===== src/rtl/alu_mult_sequencer_pkg.sv =====
// ---------------------------------------------------------------------------
// alu_mult_sequencer_pkg
// Shared definitions for the shift-add multiplier sequencer: the opcodes of
// the shared 32-bit ALU and the sequencer FSM state encoding.
// ---------------------------------------------------------------------------
package alu_mult_sequencer_pkg;

    // Opcodes understood by the shared ALU (4-bit operation field).
    localparam logic [3:0] ALU_AND = 4'b0000;
    localparam logic [3:0] ALU_OR  = 4'b0001;
    localparam logic [3:0] ALU_NOR = 4'b0010;
    localparam logic [3:0] ALU_ADD = 4'b0011;
    localparam logic [3:0] ALU_SUB = 4'b0100;
    localparam logic [3:0] ALU_SLL = 4'b0101;
    localparam logic [3:0] ALU_SRL = 4'b0110;
    localparam logic [3:0] ALU_LUI = 4'b0111;

    // Sequencer states: one ADD per set multiplier bit, one SHIFT per bit
    // position up to the highest set bit, then a single DONE cycle.
    typedef enum logic [1:0] {
        ST_IDLE  = 2'd0,
        ST_ADD   = 2'd1,
        ST_SHIFT = 2'd2,
        ST_DONE  = 2'd3
    } state_t;

endpackage : alu_mult_sequencer_pkg


===== src/rtl/alu_mult_sequencer_if.sv =====
// ---------------------------------------------------------------------------
// alu_mult_sequencer_if
// Bundles the request/response handshake of the multiplier together with the
// ALU borrow port (the operands it drives to the shared ALU and the result it
// reads back in the same cycle).
//   start, multiplicand, multiplier : request side, driven by the requester
//   busy, done, product             : status/result, driven by the sequencer
//   alu_operation/a/b/shamt         : ALU inputs, driven by the sequencer
//   alu_result                      : combinational ALU output, read back
// Modports: slave = the sequencer, master = requester plus ALU datapath.
// ---------------------------------------------------------------------------
interface alu_mult_sequencer_if #(
    parameter int DATA_WIDTH  = 32,
    parameter int SHAMT_WIDTH = 5,
    parameter int OP_WIDTH    = 4
) ();

    logic                   start;
    logic [DATA_WIDTH-1:0]  multiplicand;
    logic [DATA_WIDTH-1:0]  multiplier;
    logic                   busy;
    logic                   done;
    logic [DATA_WIDTH-1:0]  product;
    logic [OP_WIDTH-1:0]    alu_operation;
    logic [DATA_WIDTH-1:0]  alu_a;
    logic [DATA_WIDTH-1:0]  alu_b;
    logic [SHAMT_WIDTH-1:0] alu_shamt;
    logic [DATA_WIDTH-1:0]  alu_result;

    modport slave (
        input  start, multiplicand, multiplier, alu_result,
        output busy, done, product, alu_operation, alu_a, alu_b, alu_shamt
    );

    modport master (
        output start, multiplicand, multiplier, alu_result,
        input  busy, done, product, alu_operation, alu_a, alu_b, alu_shamt
    );

endinterface : alu_mult_sequencer_if


===== src/rtl/alu_mult_sequencer.sv =====
// ---------------------------------------------------------------------------
// alu_mult_sequencer
// Multicycle shift-add multiplier that owns no adder: it borrows the shared
// ALU (selected by an external mux while busy=1) and sequences ADD and SLL
// operations on it. Returns the low DATA_WIDTH bits of a*b, identical for
// signed and unsigned operands.
// Ports:
//   clk    : rising-edge clock
//   reset  : asynchronous, active-low; returns FSM to IDLE, clears outputs
//   bus    : alu_mult_sequencer_if.slave
//            start/multiplicand/multiplier in, busy/done/product out,
//            alu_operation/alu_a/alu_b/alu_shamt out, alu_result in
// ---------------------------------------------------------------------------
module alu_mult_sequencer
    import alu_mult_sequencer_pkg::*;
#(
    parameter int DATA_WIDTH  = 32,
    parameter int SHAMT_WIDTH = 5,
    parameter int OP_WIDTH    = 4
) (
    input  logic                  clk,
    input  logic                  reset,
    alu_mult_sequencer_if.slave   bus
);

    localparam int CNT_WIDTH = $clog2(DATA_WIDTH);
    localparam logic [CNT_WIDTH-1:0] CNT_LAST = CNT_WIDTH'(DATA_WIDTH - 1);

    state_t                 state, state_next;
    logic [DATA_WIDTH-1:0]  mcand, mcand_next;
    logic [DATA_WIDTH-1:0]  mplier, mplier_next;
    logic [DATA_WIDTH-1:0]  acc, acc_next;
    logic [CNT_WIDTH-1:0]   cnt, cnt_next;
    logic                   done_q;
    logic [DATA_WIDTH-1:0]  product_q;

    logic [OP_WIDTH-1:0]    alu_op_c;
    logic [DATA_WIDTH-1:0]  alu_a_c;
    logic [DATA_WIDTH-1:0]  alu_b_c;
    logic [SHAMT_WIDTH-1:0] alu_shamt_c;

    // NOTE: sequential state uses non-blocking (<=) so every flop samples the
    // pre-edge values; blocking here would create order-dependent races.
    always_ff @(posedge clk or negedge reset) begin
        if (!reset) begin
            state     <= ST_IDLE;
            mcand     <= '0;
            mplier    <= '0;
            acc       <= '0;
            cnt       <= '0;
            done_q    <= 1'b0;
            product_q <= '0;
        end else begin
            state  <= state_next;
            mcand  <= mcand_next;
            mplier <= mplier_next;
            acc    <= acc_next;
            cnt    <= cnt_next;
            // done and product are registered on entry to DONE, so both are
            // clean flop outputs during the DONE cycle.
            done_q <= (state_next == ST_DONE);
            if (state_next == ST_DONE) begin
                product_q <= acc_next;
            end
        end
    end

    // NOTE: every signal written below gets a default first, so no path can
    // leave one unassigned and infer a latch.
    always_comb begin
        state_next  = state;
        mcand_next  = mcand;
        mplier_next = mplier;
        acc_next    = acc;
        cnt_next    = cnt;
        alu_op_c    = OP_WIDTH'(ALU_AND);
        alu_a_c     = '0;
        alu_b_c     = '0;
        alu_shamt_c = '0;

        unique case (state)
            ST_IDLE: begin
                if (bus.start) begin
                    mcand_next  = bus.multiplicand;
                    mplier_next = bus.multiplier;
                    acc_next    = '0;
                    cnt_next    = '0;
                    if (bus.multiplier == '0) begin
                        state_next = ST_DONE;
                    end else if (bus.multiplier[0]) begin
                        state_next = ST_ADD;
                    end else begin
                        state_next = ST_SHIFT;
                    end
                end
            end

            ST_ADD: begin
                alu_op_c   = OP_WIDTH'(ALU_ADD);
                alu_a_c    = acc;
                alu_b_c    = mcand;
                acc_next   = bus.alu_result;
                state_next = ST_SHIFT;
            end

            ST_SHIFT: begin
                // The ALU doubles the multiplicand; the multiplier is
                // consumed one bit per shift, so mplier[1] is the bit that
                // decides whether the next step is an ADD.
                alu_op_c    = OP_WIDTH'(ALU_SLL);
                alu_b_c     = mcand;
                alu_shamt_c = SHAMT_WIDTH'(1);
                mcand_next  = bus.alu_result;
                mplier_next = mplier >> 1;
                cnt_next    = cnt + 1'b1;
                if (mplier_next == '0 || cnt == CNT_LAST) begin
                    state_next = ST_DONE;
                end else if (mplier[1]) begin
                    state_next = ST_ADD;
                end else begin
                    state_next = ST_SHIFT;
                end
            end

            ST_DONE: begin
                state_next = ST_IDLE;
            end

            default: begin
                state_next = ST_IDLE;
            end
        endcase
    end

    // ALU drive is decoded from the state register alone, so an asynchronous
    // reset forces it back to AND/0/0/0 without waiting for a clock edge.
    assign bus.busy          = (state != ST_IDLE);
    assign bus.done          = done_q;
    assign bus.product       = product_q;
    assign bus.alu_operation = alu_op_c;
    assign bus.alu_a         = alu_a_c;
    assign bus.alu_b         = alu_b_c;
    assign bus.alu_shamt     = alu_shamt_c;

endmodule : alu_mult_sequencer


===== src/flat_wrapper.sv =====
// flat-port wrapper written by rule: the top's interface ports become plain ports
module alu_mult_sequencer_flat import alu_mult_sequencer_pkg::*;
#(
    parameter int DATA_WIDTH  = 32,
    parameter int SHAMT_WIDTH = 5,
    parameter int OP_WIDTH    = 4
)
  (clk, reset, bus_start, bus_multiplicand, bus_multiplier, bus_alu_result, bus_busy, bus_done, bus_product, bus_alu_operation, bus_alu_a, bus_alu_b, bus_alu_shamt);
  alu_mult_sequencer_if #(.DATA_WIDTH(DATA_WIDTH), .SHAMT_WIDTH(SHAMT_WIDTH), .OP_WIDTH(OP_WIDTH)) bus_i ();
  input  logic clk;
  input  logic reset;
  input wire logic [$bits(bus_i.start)-1:0] bus_start;
  input wire logic [$bits(bus_i.multiplicand)-1:0] bus_multiplicand;
  input wire logic [$bits(bus_i.multiplier)-1:0] bus_multiplier;
  input wire logic [$bits(bus_i.alu_result)-1:0] bus_alu_result;
  output wire logic [$bits(bus_i.busy)-1:0] bus_busy;
  output wire logic [$bits(bus_i.done)-1:0] bus_done;
  output wire logic [$bits(bus_i.product)-1:0] bus_product;
  output wire logic [$bits(bus_i.alu_operation)-1:0] bus_alu_operation;
  output wire logic [$bits(bus_i.alu_a)-1:0] bus_alu_a;
  output wire logic [$bits(bus_i.alu_b)-1:0] bus_alu_b;
  output wire logic [$bits(bus_i.alu_shamt)-1:0] bus_alu_shamt;
  assign bus_i.start = bus_start;
  assign bus_i.multiplicand = bus_multiplicand;
  assign bus_i.multiplier = bus_multiplier;
  assign bus_i.alu_result = bus_alu_result;
  assign bus_busy = bus_i.busy;
  assign bus_done = bus_i.done;
  assign bus_product = bus_i.product;
  assign bus_alu_operation = bus_i.alu_operation;
  assign bus_alu_a = bus_i.alu_a;
  assign bus_alu_b = bus_i.alu_b;
  assign bus_alu_shamt = bus_i.alu_shamt;
  alu_mult_sequencer #(.DATA_WIDTH(DATA_WIDTH), .SHAMT_WIDTH(SHAMT_WIDTH), .OP_WIDTH(OP_WIDTH)) u_core (.clk(clk), .reset(reset), .bus(bus_i));
endmodule

===== config.mk =====
export PLATFORM = sky130hd
export DESIGN_NAME = alu_mult_sequencer_flat
export DESIGN_NICKNAME = d
export VERILOG_FILES = /design/src/rtl/alu_mult_sequencer_pkg.sv /design/src/rtl/alu_mult_sequencer_if.sv /design/src/rtl/alu_mult_sequencer.sv /design/src/flat_wrapper.sv
export SDC_FILE = /design/constraint.sdc
export NUM_CORES = 1
export LEC_CHECK = 0
export BUFFER_PORTS_ARGS = -buffer_cell sky130_fd_sc_hd__buf_2
export CORE_ASPECT_RATIO = 1.4
export CORE_MARGIN = 8
export CORE_UTILIZATION = 25
export DETAILED_ROUTE_END_ITERATION = 7
export PLACE_DENSITY = 0.49
export SYNTH_ARGS = -nofsm -noshare
export SYNTH_HDL_FRONTEND = slang
export SYNTH_SLANG_ARGS = --single-unit

===== constraint.sdc =====
create_clock -name clk -period 3.21 [get_ports clk]
set_clock_uncertainty 0.1 [all_clocks]
set_input_delay 0.321 -clock clk [delete_from_list [all_inputs] [get_ports clk]]
set_output_delay 0.321 -clock clk [all_outputs]
set_load 0.005 [all_outputs]

* Yosys cells after proc, flatten, opt, wreduce, memory -nomap -nowiden
Index checks and enable logic that the tools add are counted.
** Operators by class
- $add $sub $neg :: 1
- $mul :: 0
- Divide/modulo/power cells :: 0
- Order comparisons :: 0
- Equality and inequality tests :: 6
- Shift operators :: 0
- Muxes and demuxes :: 18
- Bitwise operators :: 0
- Reduce and logical (&&, ||, !) cells :: 8
** Operators with widths (number)
- 32-bit one-hot mux with 2 select lines :: 3
- 32-bit two-way mux :: 5
- 32-bit logical NOT :: 2
- 2-bit two-way mux :: 5
- 5-bit one-hot mux with 2 select lines :: 1
- 2-bit one-hot mux with 4 select lines :: 1
- 2-bit == test, second input constant :: 3
- 3-bit one-hot mux with 2 select lines :: 1
- 5-bit by 1-bit adder with 5-bit output, second input constant :: 1
- 5-bit == test, second input constant :: 1
- 5-bit two-way mux :: 1
- 2-bit nonzero test :: 2
- 2-bit by 1-bit == test with 1-bit output, second input constant :: 1
- 2-bit logical NOT :: 1
- 2-bit inequality test, second input constant :: 1
- 2-bit AND reduction :: 1
- 2-bit OR reduction :: 1
- 1-bit logical OR :: 1
- 1-bit two-way mux :: 1
** Storage, ports and cells
- Register bits :: 136
- Bits in latches :: 0
- Bits in writable memories :: 0
- ROM bits :: 0
- Input bits :: 99
- Output and inout bits :: 107
- Word-level logic and storage cells :: 40
- Memories kept :: 0

* Depth between registers and ports, before layout
Gate-level depths: netlist of the first run.
- Depth after elaboration :: 5
- Mapped depth :: 9
- Depth with buffers taken out :: 7

* Least setup slack after synthesis of the first run
OpenSTA, ideal clock, no wires.
- Path type :: reg2reg
- From :: register u_core.cnt[0]
- To :: register u_core.product_q[11] (netlist: u_core.bus.product[11])
- Setup time :: 127 ps
- Arrival :: 2007 ps
- Data required time :: 2983 ps
- Slack :: 975 ps
- Stages on the path, launching flop included :: 8
- Buffers on the path :: 1
- Period minus slack after synthesis :: 2235 ps
- Cell sequence :: dfrtp_1 ha_1 and3_1 ha_1 o31ai_1 a21boi_4 buf_6 mux2_1
** Between the ends
- Word-level cells in the longest chain between the ends :: 5
** RTL lines
- start, declared :: line alu_mult_sequencer.sv:33 : logic [CNT_WIDTH-1:0] cnt, cnt_next;
- start signal, assigned :: line alu_mult_sequencer.sv:58 : cnt <= cnt_next;
- 5-bit == test :: line alu_mult_sequencer.sv:116 : if (mplier_next == '0 || cnt == CNT_LAST) begin
- 1-bit logical OR :: line alu_mult_sequencer.sv:116
- 2-bit two-way mux :: line alu_mult_sequencer.sv:116
- 2-bit one-hot mux with 4 select lines :: line alu_mult_sequencer.sv:81 : unique case (state)
- 2-bit == test :: line alu_mult_sequencer.sv:62 : if (state_next == ST_DONE) begin
- end signal, assigned :: line alu_mult_sequencer.sv:63 : product_q <= acc_next;
- end, declared :: line alu_mult_sequencer.sv:35 : logic [DATA_WIDTH-1:0] product_q;
No other way between the ends.
A chain may end at the register's enable or synchronous reset.

* Worst setup path after layout of the first run
- From :: register u_core.state[0]
- To :: register u_core.product_q[2] (netlist: u_core.bus.product[2])
** Between the ends
- Word-level cells in the longest chain between the ends :: 3
- Elaborated cells on any way between the ends :: 8
- Those cells by class :: eq/ne (4); mux (3); reduce/logical (1)
** RTL lines
- start, declared :: line alu_mult_sequencer.sv:29 : state_t state, state_next;
- start signal, assigned :: line alu_mult_sequencer.sv:54 : state <= state_next;
- 2-bit == test (tied with other cells) :: line alu_mult_sequencer.sv:81
- 2-bit one-hot mux with 4 select lines :: line alu_mult_sequencer.sv:81
- 2-bit == test :: line alu_mult_sequencer.sv:62
Parallel ways exist; a longest one is shown, timed or not.

==> impl_results.html, run 1 <==
<table>
<tr><th>Metric</th><th>Value</th></tr>
<tr><th colspan="2">Min path</th></tr>
<tr><td>Beginning of the worst hold path</td><td>bus_alu_result[18]</td></tr>
<tr><td>Worst min path class</td><td>in -&gt; reg</td></tr>
<tr><td>Endpoint of the worst hold path</td><td>u_core.acc[18]</td></tr>
<tr><td>Number of stages on the worst hold path</td><td>2</td></tr>
<tr><th colspan="2">Layout</th></tr>
<tr><td>Fill count</td><td>2605</td></tr>
<tr><td>Share of post-route cells with drive strength above 1</td><td>0.3602</td></tr>
<tr><td>Final standard cell area without fillers</td><td>0.008179 sq mm</td></tr>
<tr><td>Nets</td><td>861</td></tr>
<tr><td>Sequential Area</td><td>0.003378 sq mm</td></tr>
<tr><td>Number of diodes</td><td>0</td></tr>
<tr><td>Multi-input logic area</td><td>0.002694 sq mm</td></tr>
<tr><td>Area Overhead vs Synth</td><td>30.61%</td></tr>
<tr><th colspan="2">Placement</th></tr>
<tr><td>Half-perimeter wire length after detailed placement</td><td>13.80 mm</td></tr>
<tr><td>GPL Wtd Cong</td><td>0.7471</td></tr>
<tr><td>PortBufs</td><td>200</td></tr>
<tr><td>Placed cell area</td><td>0.007600 sq mm</td></tr>
<tr><th colspan="2">Route</th></tr>
<tr><td>Number of detailed-route iterations in the first pass</td><td>4</td></tr>
<tr><td>Final wirelength</td><td>19.20 mm</td></tr>
<tr><td>Number of DRC violations after detailed-routing iteration 0</td><td>102</td></tr>
<tr><td>Vias</td><td>4752</td></tr>
<tr><td>Vias per std cell</td><td>4.384</td></tr>
<tr><td>Average wire length per cell after detail routing</td><td>17.71 um</td></tr>
<tr><td>Drc violations</td><td>0</td></tr>
<tr><td>ANT nets after route</td><td>0</td></tr>
<tr><th colspan="2">Yosys</th></tr>
<tr><td>Cells taking the most area after synthesis</td><td>sky130_fd_sc_hd__dfrtp_1, sky130_fd_sc_hd__mux2i_1, sky130_fd_sc_hd__and2_1, sky130_fd_sc_hd__o21ai_0, sky130_fd_sc_hd__mux2_2</td></tr>
<tr><td>Number of warning messages in the yosys log</td><td>0</td></tr>
<tr><td>Count of cell types in the netlist</td><td>30</td></tr>
<tr><td>Mapped cell area</td><td>0.006262 sq mm</td></tr>
<tr><td>Post-synth ARST share</td><td>1.000</td></tr>
<tr><td>Seq cells post-synth</td><td>135</td></tr>
<tr><td>Proportion of synthesized chip area in sequential cells</td><td>0.5395</td></tr>
<tr><td>Cell accounting for the most synthesized area</td><td>sky130_fd_sc_hd__dfrtp_1</td></tr>
<tr><td>Most numerous cell types in the synthesized netlist</td><td>sky130_fd_sc_hd__dfrtp_1, sky130_fd_sc_hd__nand2_1, sky130_fd_sc_hd__o21ai_0, sky130_fd_sc_hd__and2_1, sky130_fd_sc_hd__mux2i_1</td></tr>
<tr><td>Number of instances in the synthesized netlist</td><td>567</td></tr>
<tr><td>Yosys top cell area share</td><td>0.5395</td></tr>
<tr><td>Mean area per synthesized cell</td><td>11.04 sq um</td></tr>
<tr><td>Cell with the most instances after synthesis</td><td>sky130_fd_sc_hd__dfrtp_1</td></tr>
<tr><td>Primary flip-flop cell chosen by synthesis mapping</td><td>sky130_fd_sc_hd__dfrtp_1</td></tr>
<tr><td>Post-synth EDFFs</td><td>0</td></tr>
<tr><th colspan="2">Critical path</th></tr>
<tr><td>Maximum fanout count along the critical path</td><td>33</td></tr>
<tr><td>Launch point of the worst reg-to-reg path</td><td>u_core.state[0]</td></tr>
<tr><td>Nature of the critical path endpoint</td><td>flip-flop</td></tr>
<tr><td>FF-to-FF End</td><td>u_core.bus.product[2]</td></tr>
<tr><td>R2R Setup Slk</td><td>0.73 ns</td></tr>
<tr><td>Required time at the endpoint of the critical path</td><td>3.41 ns</td></tr>
<tr><td>Arrival time at the worst endpoint</td><td>2.68 ns</td></tr>
<tr><td>Critical Path Source Type</td><td>flip-flop</td></tr>
<tr><td>Number of cells on the worst reg-to-reg path</td><td>7</td></tr>
<tr><td>Critical-path cell list</td><td>inv_1 &gt; ha_1 &gt; nor2b_1 &gt; o31ai_1 &gt; a21boi_4 &gt; buf_12 &gt; mux2_2</td></tr>
<tr><td>Delay of the slowest critical-path stage</td><td>0.40 ns</td></tr>
<tr><td>Crit Path Class</td><td>reg -&gt; reg</td></tr>
<tr><td>Slowest stage cell, crit path</td><td>sky130_fd_sc_hd__dfrtp_1</td></tr>
<tr><th colspan="2">Floorplan</th></tr>
<tr><td>Die boundary height</td><td>203.3 um</td></tr>
<tr><td>Die Footprint</td><td>0.03044 sq mm</td></tr>
<tr><td>Num rows</td><td>68</td></tr>
<tr><td>Top-level port count</td><td>206</td></tr>
<tr><td>Horizontal die dimension</td><td>149.8 um</td></tr>
<tr><td>Placeable Area</td><td>0.02467 sq mm</td></tr>
<tr><td>Initial Util</td><td>0.2538</td></tr>
<tr><th colspan="2">Clock tree</th></tr>
<tr><td>Number of levels in the clock H-tree</td><td>4</td></tr>
<tr><td>Post-CTS resize count</td><td>0</td></tr>
<tr><td>TritonCTS Buffers</td><td>17</td></tr>
<tr><td>TritonCTS clock tree</td><td>done</td></tr>
<tr><td>Clock root buffer</td><td>sky130_fd_sc_hd__clkbuf_16</td></tr>
<tr><td># clock sinks</td><td>135</td></tr>
<tr><td>Number of buffers on the longest clock path</td><td>2</td></tr>
<tr><td>Clk slew on worst S/H paths</td><td>0.06 ns</td></tr>
<tr><td>Worst-skew pair later-pin latency</td><td>0.42 ns</td></tr>
<tr><th colspan="2">Timing</th></tr>
<tr><td>Worst slew margin relative to its limit</td><td>0.5110</td></tr>
<tr><td>Fraction of the cycle the final worst path needs</td><td>0.7710</td></tr>
<tr><td>Setup repair after global routing missed its margin</td><td>false</td></tr>
<tr><td>Setup TNS</td><td>0 ns</td></tr>
<tr><td>Number of hold-slack violations in the final timing report</td><td>0</td></tr>
<tr><td>Max Freq</td><td>404.0 MHz</td></tr>
<tr><td>Slew at the pin closest to its max-slew limit</td><td>0.7336 ns</td></tr>
<tr><td>Final number of setup-violating endpoints</td><td>0</td></tr>
<tr><td>Min cycle time layout</td><td>2.475 ns</td></tr>
<tr><td>Number of slew-limit violations in the final report</td><td>0</td></tr>
<tr><th colspan="2">Global route</th></tr>
<tr><td>Grt ovf</td><td>0</td></tr>
<tr><td>Overall fraction of global-route tracks in use</td><td>0.1281</td></tr>
<tr><td>Via count of the first global-routing pass</td><td>5091</td></tr>
<tr><td>Global-route wire length before repair</td><td>29.99 mm</td></tr>
<tr><td>Antenna violations before repair</td><td>0</td></tr>
<tr><td>Pin count of the biggest net entering global routing</td><td>81</td></tr>
<tr><th colspan="2">Power</th></tr>
<tr><td>P_sw</td><td>3.140 mW</td></tr>
<tr><td>Internal</td><td>5.219 mW</td></tr>
<tr><td>Fraction of power consumed by combinational cells</td><td>0.413</td></tr>
<tr><td>Pwr per Cell Area</td><td>1022 mW/mm^2</td></tr>
<tr><td>Sw Ratio</td><td>0.3757</td></tr>
<tr><td>Reg power frac</td><td>0.361</td></tr>
<tr><td>Part of the power in the clock network</td><td>0.226</td></tr>
<tr><td>VDD IR max</td><td>0.0004379 V</td></tr>
<tr><td>Leakage Power</td><td>4.060 nW</td></tr>
<tr><th colspan="2">Outcome</th></tr>
<tr><td>Run status</td><td>finished, final reports clean</td></tr>
<tr><th colspan="2">Run</th></tr>
<tr><td>Max cap viols</td><td>0</td></tr>
</table>
cell type report:
class                   count  area share
flip-flops and latches    135      0.4130
multi-input cells         385      0.3294
repair buffers            212      0.1375
clock buffers              20     0.05706
well taps                 315     0.04819
clock inverters            12     0.01254
inverters                   5    0.002295
power groups by stage:
stage | Combinational (mW) | Sequential (mW) | Clock, mW
final | 3.45 | 3.02 | 1.89
after global routing | 3.89 | 3.13 | 2.04
after CTS | 3.58 | 3.02 | 1.96
after detailed placement | 3.58 | 3.03 | 0
after global placement | 3.55 | 3.03 | 0
after floorplan | 2.24 | 2.93 | 0
critical path: cells and delay by family, from the launching register on:
kind / cells / cell delay (ns)
DFF: 1 / 0.40
adders and majority gates: 1 / 0.39
AOI/OAI and AO/OA: 2 / 0.39
buffers and inverters: 2 / 0.37
muxes: 1 / 0.36
and+or+nand+nor: 1 / 0.32
state kept, by name (all words and copies together), names as in the netlist:
signal              cells
u_core.bus.product     32
u_core.bus.done         1
u_core.mplier          31
u_core.cnt              5
u_core.state            2
u_core.acc             32
u_core.mcand           32
worst max path at each step:
stage | from | endpoint | slack (ns) | cells after the start
finish | u_core.state[0] | u_core.bus.product[2] | 0.73 | 7
global route | u_core.state[0] | u_core.bus.product[2] | 0.45 | 7
CTS | u_core.state[0] | u_core.bus.product[26] | 0.69 | 7
detailed placement | u_core.state[0] | u_core.bus.product[14] | 0.71 | 7
global placement | bus_multiplier[1] | u_core.bus.product[31] | 0.73 | 8
floorplan | u_core.cnt[0] | u_core.bus.product[11] | 0.98 | 7
per-stage QoR:
stage / utilization / hold WS, ns / std cells / total power [mW] / worst slack, ns
5_1_grt: 0.3315 / 0.03688 / 1084 / 9.062 / 0.4531
3_5_place_dp: 0.3080 / 0.2958 / 1051 / 6.608 / 0.7103
4_1_cts: 0.3315 / 0.03275 / 1084 / 8.562 / 0.6904
3_3_place_gp: 0.3080 / 0.2893 / 1051 / 6.586 / 0.7323
6_report: 0.3315 / 0.05673 / 1084 / 8.359 / 0.7350
2_1_floorplan: - / -0.07459 / 571 / 5.162 / 0.9753
layer usage:
layer,track usage,vias to the layer above,part of all wire
li1,-,2349,-
met1,0.1487,2275,0.41
met2,0.2231,113,0.52
met3,0.03372,15,0.049
met4,0.04296,0,0.014
met5,0,-,0
placed cells by master, fill, tap and decap left out, types with 4 or more instances in the layout:
| cell | synthesis | layout |
|---|---|---|
| sky130_fd_sc_hd__nand2_1 | 72 | 72 |
| sky130_fd_sc_hd__clkbuf_16 | 0 | 17 |
| sky130_fd_sc_hd__mux2_2 | 29 | 29 |
| sky130_fd_sc_hd__clkinvlp_4 | 0 | 4 |
| sky130_fd_sc_hd__clkinv_2 | 0 | 5 |
| sky130_fd_sc_hd__o21ai_0 | 69 | 69 |
| sky130_fd_sc_hd__a22o_1 | 33 | 33 |
| sky130_fd_sc_hd__nor4_1 | 15 | 15 |
| sky130_fd_sc_hd__buf_2 | 6 | 199 |
| sky130_fd_sc_hd__inv_1 | 5 | 5 |
| sky130_fd_sc_hd__dfrtp_1 | 135 | 135 |
| sky130_fd_sc_hd__nand4_1 | 5 | 5 |
| sky130_fd_sc_hd__buf_4 | 6 | 9 |
| sky130_fd_sc_hd__conb_1 | 1 | 5 |
| sky130_fd_sc_hd__mux2i_1 | 63 | 62 |
| sky130_fd_sc_hd__and2_1 | 64 | 64 |
| sky130_fd_sc_hd__ha_1 | 6 | 4 |
cells by family (layout without fill, tap and decap cells):
logic type,count (synthesis),after routing,share of synthesized area
AOI/OAI and AO/OA,112,112,0.1139
buffers and inverters,51,249,0.03896
DFF,135,135,0.5395
adders and majority gates,6,6,0.01199
muxes,95,95,0.1582
and+or+nand+nor,167,167,0.1369
other,1,5,0.0005988
repair_timing:
item | 4_1_cts | 5_1_grt
hold buffers | 1 | 0
buffers inserted | 0 | 0
endpoints found under the hold margin | 66 | 0
Power figures use the tool's default switching activity.
==> run 2: changes to the inputs <==
--- a/config.mk
+++ b/config.mk
@@ -5,6 +5,7 @@
 export SDC_FILE = /design/constraint.sdc
 export NUM_CORES = 1
 export LEC_CHECK = 0
+export ABC_AREA = 1
 export BUFFER_PORTS_ARGS = -buffer_cell sky130_fd_sc_hd__buf_2
 export CORE_ASPECT_RATIO = 1.4
 export CORE_MARGIN = 8
==> constraint.sdc (replaced) <==
create_clock -name clk -period 2.4 [get_ports clk]
set_clock_uncertainty 0.1 [all_clocks]
set_input_delay 0.24 -clock clk [delete_from_list [all_inputs] [get_ports clk]]
set_output_delay 0.24 -clock clk [all_outputs]
set_load 0.005 [all_outputs]
==> impl_results.html, run 2 <==
<table>
<tr><th>Metric</th><th>Value</th></tr>
<tr><th colspan="2">Min path</th></tr>
<tr><td>Worst min path class</td><td>in -&gt; reg (unchanged)</td></tr>
<tr><td>Beginning of the worst hold path</td><td>bus_alu_result[2] (was bus_alu_result[18])</td></tr>
<tr><td>Endpoint of the worst hold path</td><td>u_core.acc[2] (was u_core.acc[18])</td></tr>
<tr><td>Number of stages on the worst hold path</td><td>2 (unchanged)</td></tr>
<tr><th colspan="2">Power</th></tr>
<tr><td>Leakage Power</td><td>5.004 nW (was 4.060 nW)</td></tr>
<tr><td>Pwr per Cell Area</td><td>1391 mW/mm^2 (was 1022 mW/mm^2)</td></tr>
<tr><td>VDD IR max</td><td>0.0005014 V (was 0.0004379 V)</td></tr>
<tr><td>Total power</td><td>12.75 mW (was 8.359 mW)</td></tr>
<tr><th colspan="2">Clock tree</th></tr>
<tr><td>Number of levels in the clock H-tree</td><td>4 (unchanged)</td></tr>
<tr><td>TritonCTS clock tree</td><td>done (unchanged)</td></tr>
<tr><td># clock sinks</td><td>135 (unchanged)</td></tr>
<tr><td>Clock root buffer</td><td>sky130_fd_sc_hd__clkbuf_16 (unchanged)</td></tr>
<tr><td>Worst-skew pair later-pin latency</td><td>0.42 ns (about the same)</td></tr>
<tr><td>Clk slew on worst S/H paths</td><td>0.06 ns (about the same)</td></tr>
<tr><td>TritonCTS Buffers</td><td>17 (unchanged)</td></tr>
<tr><td>Number of buffers on the longest clock path</td><td>2 (unchanged)</td></tr>
<tr><td>Number of setup buffers added after CTS</td><td>0 (unchanged)</td></tr>
<tr><th colspan="2">Layout</th></tr>
<tr><td>End-of-flow core utilization</td><td>0.3513 (was 0.3315)</td></tr>
<tr><td>Share of post-route cells with drive strength above 1</td><td>0.2456 (was 0.3602)</td></tr>
<tr><td>Commonest cells after routing, fill and taps aside</td><td>sky130_fd_sc_hd__nand2_1, sky130_fd_sc_hd__buf_2, sky130_fd_sc_hd__dfrtp_1 (was sky130_fd_sc_hd__buf_2, sky130_fd_sc_hd__dfrtp_1, sky130_fd_sc_hd__nand2_1)</td></tr>
<tr><td>Nets</td><td>1167 (was 861)</td></tr>
<tr><td>Most frequent standard cell in the layout excluding fill and tap cells</td><td>sky130_fd_sc_hd__nand2_1 (was sky130_fd_sc_hd__buf_2)</td></tr>
<tr><td>Area Overhead vs Synth</td><td>38.57% (was 30.61%)</td></tr>
<tr><th colspan="2">Timing</th></tr>
<tr><td>Fraction of the cycle the final worst path needs</td><td>0.9358 (was 0.7710)</td></tr>
<tr><td>Min cycle time layout</td><td>2.246 ns (was 2.475 ns)</td></tr>
<tr><td>Slew at the pin closest to its max-slew limit</td><td>0.6939 ns (was 0.7336 ns)</td></tr>
<tr><td>Final number of setup-violating endpoints</td><td>0 (unchanged)</td></tr>
<tr><td>Number of hold-slack violations in the final timing report</td><td>0 (unchanged)</td></tr>
<tr><td>Max Freq</td><td>445.2 MHz (was 404.0 MHz)</td></tr>
<tr><td>Setup repair after global routing missed its margin</td><td>false (unchanged)</td></tr>
<tr><td>Number of slew-limit violations in the final report</td><td>0 (unchanged)</td></tr>
<tr><td>Setup TNS</td><td>0 ns (unchanged)</td></tr>
<tr><td>Worst slew margin relative to its limit</td><td>0.5374 (was 0.5110)</td></tr>
<tr><th colspan="2">Floorplan</th></tr>
<tr><td>Top-level port count</td><td>206 (unchanged)</td></tr>
<tr><td>Initial Util</td><td>0.2535 (was 0.2538)</td></tr>
<tr><td>Placeable Area</td><td>0.02610 sq mm (was 0.02467 sq mm)</td></tr>
<tr><td>Die boundary height</td><td>208.5 um (was 203.3 um)</td></tr>
<tr><td>Die Footprint</td><td>0.03201 sq mm (was 0.03044 sq mm)</td></tr>
<tr><td>Num rows</td><td>70 (was 68)</td></tr>
<tr><td>Horizontal die dimension</td><td>153.5 um (was 149.8 um)</td></tr>
<tr><th colspan="2">Critical path</th></tr>
<tr><td>Maximum fanout count along the critical path</td><td>42 (was 33)</td></tr>
<tr><td>Required time at the endpoint of the critical path</td><td>2.65 ns (was 3.41 ns)</td></tr>
<tr><td>Launch point of the worst reg-to-reg path</td><td>u_core.state[1] (was u_core.state[0])</td></tr>
<tr><td>Number of cells on the worst reg-to-reg path</td><td>8 (was 7)</td></tr>
<tr><td>FF-to-FF End</td><td>u_core.mcand[5] (was u_core.bus.product[2])</td></tr>
<tr><td>Crit Path Class</td><td>reg -&gt; reg (unchanged)</td></tr>
<tr><td>Nature of the critical path endpoint</td><td>flip-flop (unchanged)</td></tr>
<tr><td>Arrival time at the worst endpoint</td><td>2.50 ns (was 2.68 ns)</td></tr>
<tr><td>R2R Setup Slk</td><td>0.15 ns (was 0.73 ns)</td></tr>
<tr><td>Critical Path Source Type</td><td>flip-flop (unchanged)</td></tr>
<tr><th colspan="2">Route</th></tr>
<tr><td>ANT nets after route</td><td>0 (unchanged)</td></tr>
<tr><td>Vias</td><td>6361 (was 4752)</td></tr>
<tr><td>Average wire length per cell after detail routing</td><td>17.27 um (was 17.71 um)</td></tr>
<tr><td>Number of detailed-route iterations in the first pass</td><td>5 (was 4)</td></tr>
<tr><td>Number of DRC violations after detailed-routing iteration 0</td><td>328 (was 102)</td></tr>
<tr><td>Drc violations</td><td>0 (unchanged)</td></tr>
<tr><td>Vias per std cell</td><td>4.544 (was 4.384)</td></tr>
<tr><td>Final wirelength</td><td>24.18 mm (was 19.20 mm)</td></tr>
<tr><th colspan="2">Global route</th></tr>
<tr><td>Pin count of the biggest net entering global routing</td><td>78 (was 81)</td></tr>
<tr><td>Via count of the first global-routing pass</td><td>6757 (was 5091)</td></tr>
<tr><td>Global-route wire length before repair</td><td>38.07 mm (was 29.99 mm)</td></tr>
<tr><td>Grt ovf</td><td>0 (unchanged)</td></tr>
<tr><td>Antenna violations before repair</td><td>3 (was 0)</td></tr>
<tr><td>Overall fraction of global-route tracks in use</td><td>0.1522 (was 0.1281)</td></tr>
<tr><th colspan="2">Placement</th></tr>
<tr><td>PortBufs</td><td>200 (unchanged)</td></tr>
<tr><td>GPL Wtd Cong</td><td>0.7920 (was 0.7471)</td></tr>
<tr><td>Half-perimeter wire length after detailed placement</td><td>17.03 mm (was 13.80 mm)</td></tr>
<tr><th colspan="2">Yosys</th></tr>
<tr><td>Number of warning messages in the yosys log</td><td>0 (unchanged)</td></tr>
<tr><td>Mapped cell area</td><td>0.006618 sq mm (was 0.006262 sq mm)</td></tr>
<tr><td>Post-synth EDFFs</td><td>0 (unchanged)</td></tr>
<tr><td>Cell with the most instances after synthesis</td><td>sky130_fd_sc_hd__nand2_1 (was sky130_fd_sc_hd__dfrtp_1)</td></tr>
<tr><td>Yosys top cell area share</td><td>0.5105 (was 0.5395)</td></tr>
<tr><td>Number of instances in the synthesized netlist</td><td>817 (was 567)</td></tr>
<tr><td>Proportion of synthesized chip area in sequential cells</td><td>0.5105 (was 0.5395)</td></tr>
<tr><td>Cells taking the most area after synthesis</td><td>sky130_fd_sc_hd__dfrtp_1, sky130_fd_sc_hd__nand2_1, sky130_fd_sc_hd__inv_1, sky130_fd_sc_hd__a32o_1, sky130_fd_sc_hd__nor2_1 (was sky130_fd_sc_hd__dfrtp_1, sky130_fd_sc_hd__mux2i_1, sky130_fd_sc_hd__and2_1, sky130_fd_sc_hd__o21ai_0, sky130_fd_sc_hd__mux2_2)</td></tr>
<tr><td>Seq cells post-synth</td><td>135 (unchanged)</td></tr>
<tr><td>Mean area per synthesized cell</td><td>8.100 sq um (was 11.04 sq um)</td></tr>
<tr><td>Count of cell types in the netlist</td><td>24 (was 30)</td></tr>
<tr><td>Post-synth ARST share</td><td>1.000 (unchanged)</td></tr>
<tr><td>Most numerous cell types in the synthesized netlist</td><td>sky130_fd_sc_hd__nand2_1, sky130_fd_sc_hd__dfrtp_1, sky130_fd_sc_hd__inv_1, sky130_fd_sc_hd__nor2_1, sky130_fd_sc_hd__nand3_1 (was sky130_fd_sc_hd__dfrtp_1, sky130_fd_sc_hd__nand2_1, sky130_fd_sc_hd__o21ai_0, sky130_fd_sc_hd__and2_1, sky130_fd_sc_hd__mux2i_1)</td></tr>
<tr><td>Cell accounting for the most synthesized area</td><td>sky130_fd_sc_hd__dfrtp_1 (unchanged)</td></tr>
<tr><td>Primary flip-flop cell chosen by synthesis mapping</td><td>sky130_fd_sc_hd__dfrtp_1 (unchanged)</td></tr>
<tr><th colspan="2">Outcome</th></tr>
<tr><td>Run status</td><td>finished, final reports clean (unchanged)</td></tr>
<tr><th colspan="2">Run</th></tr>
<tr><td>Max cap viols</td><td>0 (unchanged)</td></tr>
</table>
-- run 2: repair_timing --
action | in CTS | in global routing
endpoints found under the setup margin | 2 | 2
hold buffers | 64 | 0
gates resized for setup | 1 | 2
hold endpoints to repair | 124 | 0
-- run 2: kinds of logic (layout without fill, tap and decap cells) --
group | after synthesis | count (layout) | share of synthesized area
AO/OA/AOI/OAI | 136 | 136 | 0.1445
adder cells (fa/ha/maj) | 6 | 6 | 0.01134
other | 1 | 6 | 0.0005667
flip-flops | 135 | 135 | 0.5105
AND/OR/NAND/NOR | 372 | 372 | 0.2225
buffers and inverters | 167 | 421 | 0.1106
-- run 2: routing by layer --
metal  global-route usage  vias to the layer above  share of wire
met4              0.06201                        4          0.030
li1                     -                     3101              -
met3              0.03796                       40          0.049
met2               0.2609                      170           0.50
met1               0.1781                     3046           0.42
met5                    0                        -        0.00074
-- run 2: per-stage QoR --
stage	instance area (sq um)	setup WS [ns]	hold WS, ns	cells
floorplan	6633	0.5720	-0.1556	821
global placement	7929	0.3585	0.2095	1303
detailed placement	7929	0.3464	0.2164	1303
CTS	9160	0.02167	0.0001451	1399
global route	9170	0.01115	0.01042	1400
finish	9170	0.1540	0.006879	1400
-- run 2: final cells by class --
cell class / instances / area, sq um
Antenna cell: 1 / 2.502
Clock buffer: 24 / 491.7
Clock inverter: 8 / 95.09
Fill cell: 2790 / 16930
Inverter: 108 / 412.9
Multi-Input combinational cell: 519 / 2542
Sequential cell: 135 / 3378
Tap cell: 324 / 405.4
Timing Repair Buffer: 281 / 1842
-- run 2: power breakdown --
group          internal, mW  leakage [nW]  switching (mW)
clock                  1.63         0.286            1.01
combinational          2.31          3.04            3.78
sequential             3.44          1.68           0.582
-- run 2: worst max-delay path by stage --
stage | startpoint | endpoint | slack, ns
after floorplan | u_core.state[0] | u_core.mplier[24] | 0.57
after global placement | u_core.state[1] | u_core.mplier[15] | 0.36
after detailed placement | u_core.state[0] | u_core.bus.product[9] | 0.35
after CTS | u_core.state[1] | u_core.mcand[5] | 0.02
after global routing | u_core.state[1] | u_core.mcand[5] | 0.01
final | u_core.state[1] | u_core.mcand[5] | 0.15
-- run 2: worst max-delay path, stage by stage, from the launching register on --
cell and delay (ns):
sky130_fd_sc_hd__dfrtp_1 0.42, sky130_fd_sc_hd__inv_1 0.11, sky130_fd_sc_hd__ha_1 0.24, sky130_fd_sc_hd__nor2_2 0.19, sky130_fd_sc_hd__nor2_4 0.08, sky130_fd_sc_hd__inv_6 0.25, sky130_fd_sc_hd__nor2_1 0.08, sky130_fd_sc_hd__a31oi_1 0.14
sky130_fd_sc_hd__dlygate4sd3_1 0.56
==> run 3: changes to the inputs <==
--- a/config.mk
+++ b/config.mk
@@ -11,7 +11,7 @@
 export CORE_MARGIN = 8
 export CORE_UTILIZATION = 25
 export DETAILED_ROUTE_END_ITERATION = 7
-export PLACE_DENSITY = 0.49
+export PLACE_DENSITY = 0.44
 export SYNTH_ARGS = -nofsm -noshare
 export SYNTH_HDL_FRONTEND = slang
 export SYNTH_SLANG_ARGS = --single-unit
==> impl_results.html, run 3 (synthesis results as in run 2) <==
<table>
<tr><th>Metric</th><th>Value</th></tr>
<tr><th colspan="2">Outcome</th></tr>
<tr><td>Run status</td><td>finished, final reports clean (unchanged)</td></tr>
<tr><th colspan="2">Floorplan</th></tr>
<tr><td>Placeable Area</td><td>0.02610 sq mm (unchanged)</td></tr>
<tr><td>Die boundary height</td><td>208.5 um (unchanged)</td></tr>
<tr><td>Num rows</td><td>70 (unchanged)</td></tr>
<tr><td>Initial Util</td><td>0.2535 (unchanged)</td></tr>
<tr><td>Top-level port count</td><td>206 (unchanged)</td></tr>
<tr><td>Die Footprint</td><td>0.03201 sq mm (unchanged)</td></tr>
<tr><td>Horizontal die dimension</td><td>153.5 um (unchanged)</td></tr>
<tr><th colspan="2">Timing</th></tr>
<tr><td>Max Freq</td><td>441.3 MHz (was 445.2 MHz)</td></tr>
<tr><td>Worst Hold Margin</td><td>0.01566 ns (was 0.006879 ns)</td></tr>
<tr><td>Setup repair after global routing missed its margin</td><td>false (unchanged)</td></tr>
<tr><td>Min cycle time layout</td><td>2.266 ns (was 2.246 ns)</td></tr>
<tr><td>Number of slew-limit violations in the final report</td><td>0 (unchanged)</td></tr>
<tr><td>Final number of setup-violating endpoints</td><td>0 (unchanged)</td></tr>
<tr><td>Fraction of the cycle the final worst path needs</td><td>0.9442 (was 0.9358)</td></tr>
<tr><td>Number of hold-slack violations in the final timing report</td><td>0 (unchanged)</td></tr>
<tr><td>Setup TNS</td><td>0 ns (unchanged)</td></tr>
<tr><td>Worst slew margin relative to its limit</td><td>0.6358 (was 0.5374)</td></tr>
<tr><td>Slew at the pin closest to its max-slew limit</td><td>0.5464 ns (was 0.6939 ns)</td></tr>
<tr><th colspan="2">Route</th></tr>
<tr><td>Final wirelength</td><td>24.60 mm (was 24.18 mm)</td></tr>
<tr><td>ANT nets after route</td><td>0 (unchanged)</td></tr>
<tr><td>Drc violations</td><td>0 (unchanged)</td></tr>
<tr><td>Number of detailed-route iterations in the first pass</td><td>4 (was 5)</td></tr>
<tr><td>Vias</td><td>6370 (was 6361)</td></tr>
<tr><td>Average wire length per cell after detail routing</td><td>17.41 um (was 17.27 um)</td></tr>
<tr><td>Number of DRC violations after detailed-routing iteration 0</td><td>292 (was 328)</td></tr>
<tr><td>Vias per std cell</td><td>4.508 (was 4.544)</td></tr>
<tr><th colspan="2">Placement</th></tr>
<tr><td>GPL Wtd Cong</td><td>0.7767 (was 0.7920)</td></tr>
<tr><td>PortBufs</td><td>200 (unchanged)</td></tr>
<tr><td>Half-perimeter wire length after detailed placement</td><td>17.32 mm (was 17.03 mm)</td></tr>
<tr><td>Total placed cells including tap cells</td><td>1303 (unchanged)</td></tr>
<tr><th colspan="2">Power</th></tr>
<tr><td>Fraction of power consumed by combinational cells</td><td>0.476 (was 0.478)</td></tr>
<tr><td>Part of the power in the clock network</td><td>0.211 (was 0.207)</td></tr>
<tr><td>Reg power frac</td><td>0.313 (was 0.315)</td></tr>
<tr><td>Pwr per Cell Area</td><td>1373 mW/mm^2 (was 1391 mW/mm^2)</td></tr>
<tr><td>Total power</td><td>12.76 mW (was 12.75 mW)</td></tr>
<tr><td>Internal</td><td>7.374 mW (was 7.384 mW)</td></tr>
<tr><td>VDD IR max</td><td>0.0007383 V (was 0.0005014 V)</td></tr>
<tr><td>P_sw</td><td>5.387 mW (was 5.369 mW)</td></tr>
<tr><td>Sw Ratio</td><td>0.4222 (was 0.4210)</td></tr>
<tr><td>Leakage Power</td><td>5.058 nW (was 5.004 nW)</td></tr>
<tr><th colspan="2">Clock tree</th></tr>
<tr><td>Number of setup buffers added after CTS</td><td>0 (unchanged)</td></tr>
<tr><td>TritonCTS clock tree</td><td>done (unchanged)</td></tr>
<tr><td>Number of levels in the clock H-tree</td><td>4 (unchanged)</td></tr>
<tr><td>TritonCTS Buffers</td><td>17 (unchanged)</td></tr>
<tr><td>Number of buffers on the longest clock path</td><td>2 (unchanged)</td></tr>
<tr><td>Worst-skew pair later-pin latency</td><td>0.42 ns (about the same)</td></tr>
<tr><td># clock sinks</td><td>135 (unchanged)</td></tr>
<tr><td>Clock root buffer</td><td>sky130_fd_sc_hd__clkbuf_16 (unchanged)</td></tr>
<tr><td>Clk slew on worst S/H paths</td><td>0.06 ns (about the same)</td></tr>
<tr><th colspan="2">Layout</th></tr>
<tr><td>Final cell count without fillers</td><td>1413 (was 1400)</td></tr>
<tr><td>Nets</td><td>1181 (was 1167)</td></tr>
<tr><td>Most frequent standard cell in the layout excluding fill and tap cells</td><td>sky130_fd_sc_hd__nand2_1 (unchanged)</td></tr>
<tr><td>Area Overhead vs Synth</td><td>40.42% (was 38.57%)</td></tr>
<tr><td>Commonest cells after routing, fill and taps aside</td><td>sky130_fd_sc_hd__nand2_1, sky130_fd_sc_hd__buf_2, sky130_fd_sc_hd__dfrtp_1 (unchanged)</td></tr>
<tr><td>Share of post-route cells with drive strength above 1</td><td>0.2417 (was 0.2456)</td></tr>
<tr><th colspan="2">Critical path</th></tr>
<tr><td>Maximum fanout count along the critical path</td><td>21 (was 42)</td></tr>
<tr><td>Arrival time at the worst endpoint</td><td>1.93 ns (was 2.50 ns)</td></tr>
<tr><td>Required time at the endpoint of the critical path</td><td>2.06 ns (was 2.65 ns)</td></tr>
<tr><td>Critical-path cell list</td><td>inv_1 &gt; ha_1 &gt; buf_4 &gt; nand2_1 &gt; inv_1 &gt; buf_2 (was inv_1 &gt; ha_1 &gt; nor2_2 &gt; nor2_4 &gt; inv_6 &gt; nor2_1 &gt; a31oi_1 &gt; dlygate4sd3_1)</td></tr>
<tr><td>Critical Path Source Type</td><td>flip-flop (unchanged)</td></tr>
<tr><td>Delay of the slowest critical-path stage</td><td>0.43 ns (was 0.56 ns)</td></tr>
<tr><td>Cell type group with the largest total delay on the critical path</td><td>buffers and inverters (unchanged)</td></tr>
<tr><td>Most used cell, CP</td><td>sky130_fd_sc_hd__inv_1</td></tr>
<tr><td>Bufs and invs on worst path</td><td>4 (was 3)</td></tr>
<tr><td>Slowest stage cell, crit path</td><td>sky130_fd_sc_hd__dfrtp_1 (was sky130_fd_sc_hd__dlygate4sd3_1)</td></tr>
<tr><td>Crit Path Class</td><td>reg -&gt; out (was reg -&gt; reg)</td></tr>
<tr><td>Nature of the critical path endpoint</td><td>primary output (was flip-flop)</td></tr>
<tr><th colspan="2">Global route</th></tr>
<tr><td>Via count of the first global-routing pass</td><td>6914 (was 6757)</td></tr>
<tr><td>Grt ovf</td><td>0 (unchanged)</td></tr>
<tr><td>Pin count of the biggest net entering global routing</td><td>121 (was 78)</td></tr>
<tr><td>Global-route wire length before repair</td><td>38.92 mm (was 38.07 mm)</td></tr>
<tr><td>Overall fraction of global-route tracks in use</td><td>0.1560 (was 0.1522)</td></tr>
<tr><td>Antenna violations before repair</td><td>1 (was 3)</td></tr>
<tr><th colspan="2">Min path</th></tr>
<tr><td>Worst min path class</td><td>in -&gt; reg (unchanged)</td></tr>
<tr><th colspan="2">Run</th></tr>
<tr><td>Max cap viols</td><td>0 (unchanged)</td></tr>
</table>
## run 3: layer usage
layer / vias to the layer above / wire length, um / global-route usage
met5: - / 0 / 0
met4: 0 / 919 / 0.07523
met3: 42 / 1177 / 0.03651
met2: 192 / 12170 / 0.2626
met1: 3009 / 10340 / 0.1836
li1: 3127 / - / -
## run 3: power groups by stage
stage | clock (mW) | sequential (mW) | combinational [mW]
5_1_grt | 2.86 | 4.13 | 6.90
2_1_floorplan | 0 | 3.92 | 3.87
4_1_cts | 2.77 | 4.01 | 6.22
6_report | 2.69 | 4.00 | 6.07
3_5_place_dp | 0 | 4.04 | 6.11
3_3_place_gp | 0 | 4.02 | 6.07
## run 3: cell type report
cell class	count	area, sq um
Fill cell	2788	16810
Timing Repair Buffer	295	1969
Multi-Input combinational cell	519	2537
Clock buffer	22	464.2
Clock inverter	9	125.1
Sequential cell	135	3378
Antenna cell	1	2.502
Tap cell	324	405.4
Inverter	108	410.4
## run 3: path summary, 6_finish.rpt
kind                                       start                    end  slack, ns  cells past startpoint
setup reg to reg                 u_core.state[0]      u_core.mplier[11]       0.29                      9
min in group asynchronous                  reset      u_core.mplier[23]       0.26                      2
max in group asynchronous                  reset       u_core.mplier[5]       1.21                      3
hold reg to reg            u_core.bus.product[0]  u_core.bus.product[0]       0.37                      2
hold / removal                bus_multiplier[12]      u_core.mplier[12]       0.02                      3
setup / recovery                 u_core.state[1]           bus_alu_b[5]       0.13                      6
## run 3: timing repair
| action | 4_1_cts | 5_1_grt |
|---|---|---|
| hold buffers | 78 | 0 |
| hold endpoints to repair | 121 | 0 |
| setup endpoints to repair | 0 | 17 |
| resized for setup | 0 | 1 |
## run 3: worst register-to-register path: stages (launching register included)
cell                       delay [ns]
sky130_fd_sc_hd__dfrtp_1         0.41
sky130_fd_sc_hd__inv_1           0.15
sky130_fd_sc_hd__ha_4            0.27
sky130_fd_sc_hd__inv_4           0.05
sky130_fd_sc_hd__nor2_2          0.11
sky130_fd_sc_hd__nor2_2          0.09
sky130_fd_sc_hd__inv_4           0.13
sky130_fd_sc_hd__buf_12          0.42
sky130_fd_sc_hd__o211ai_1        0.20
sky130_fd_sc_hd__o21ai_1         0.12
## run 3: through the flow
| stage | worst slack [ns] | cell area (sq um) | util |
|---|---|---|---|
| after CTS | 0.07583 | 9286 | 0.3558 |
| after global placement | 0.2886 | 7916 | 0.3033 |
| after floorplan | 0.5720 | 6633 | - |
| final | 0.1340 | 9293 | 0.3560 |
| after detailed placement | 0.2730 | 7916 | 0.3033 |
| after global routing | 0.005472 | 9293 | 0.3560 |
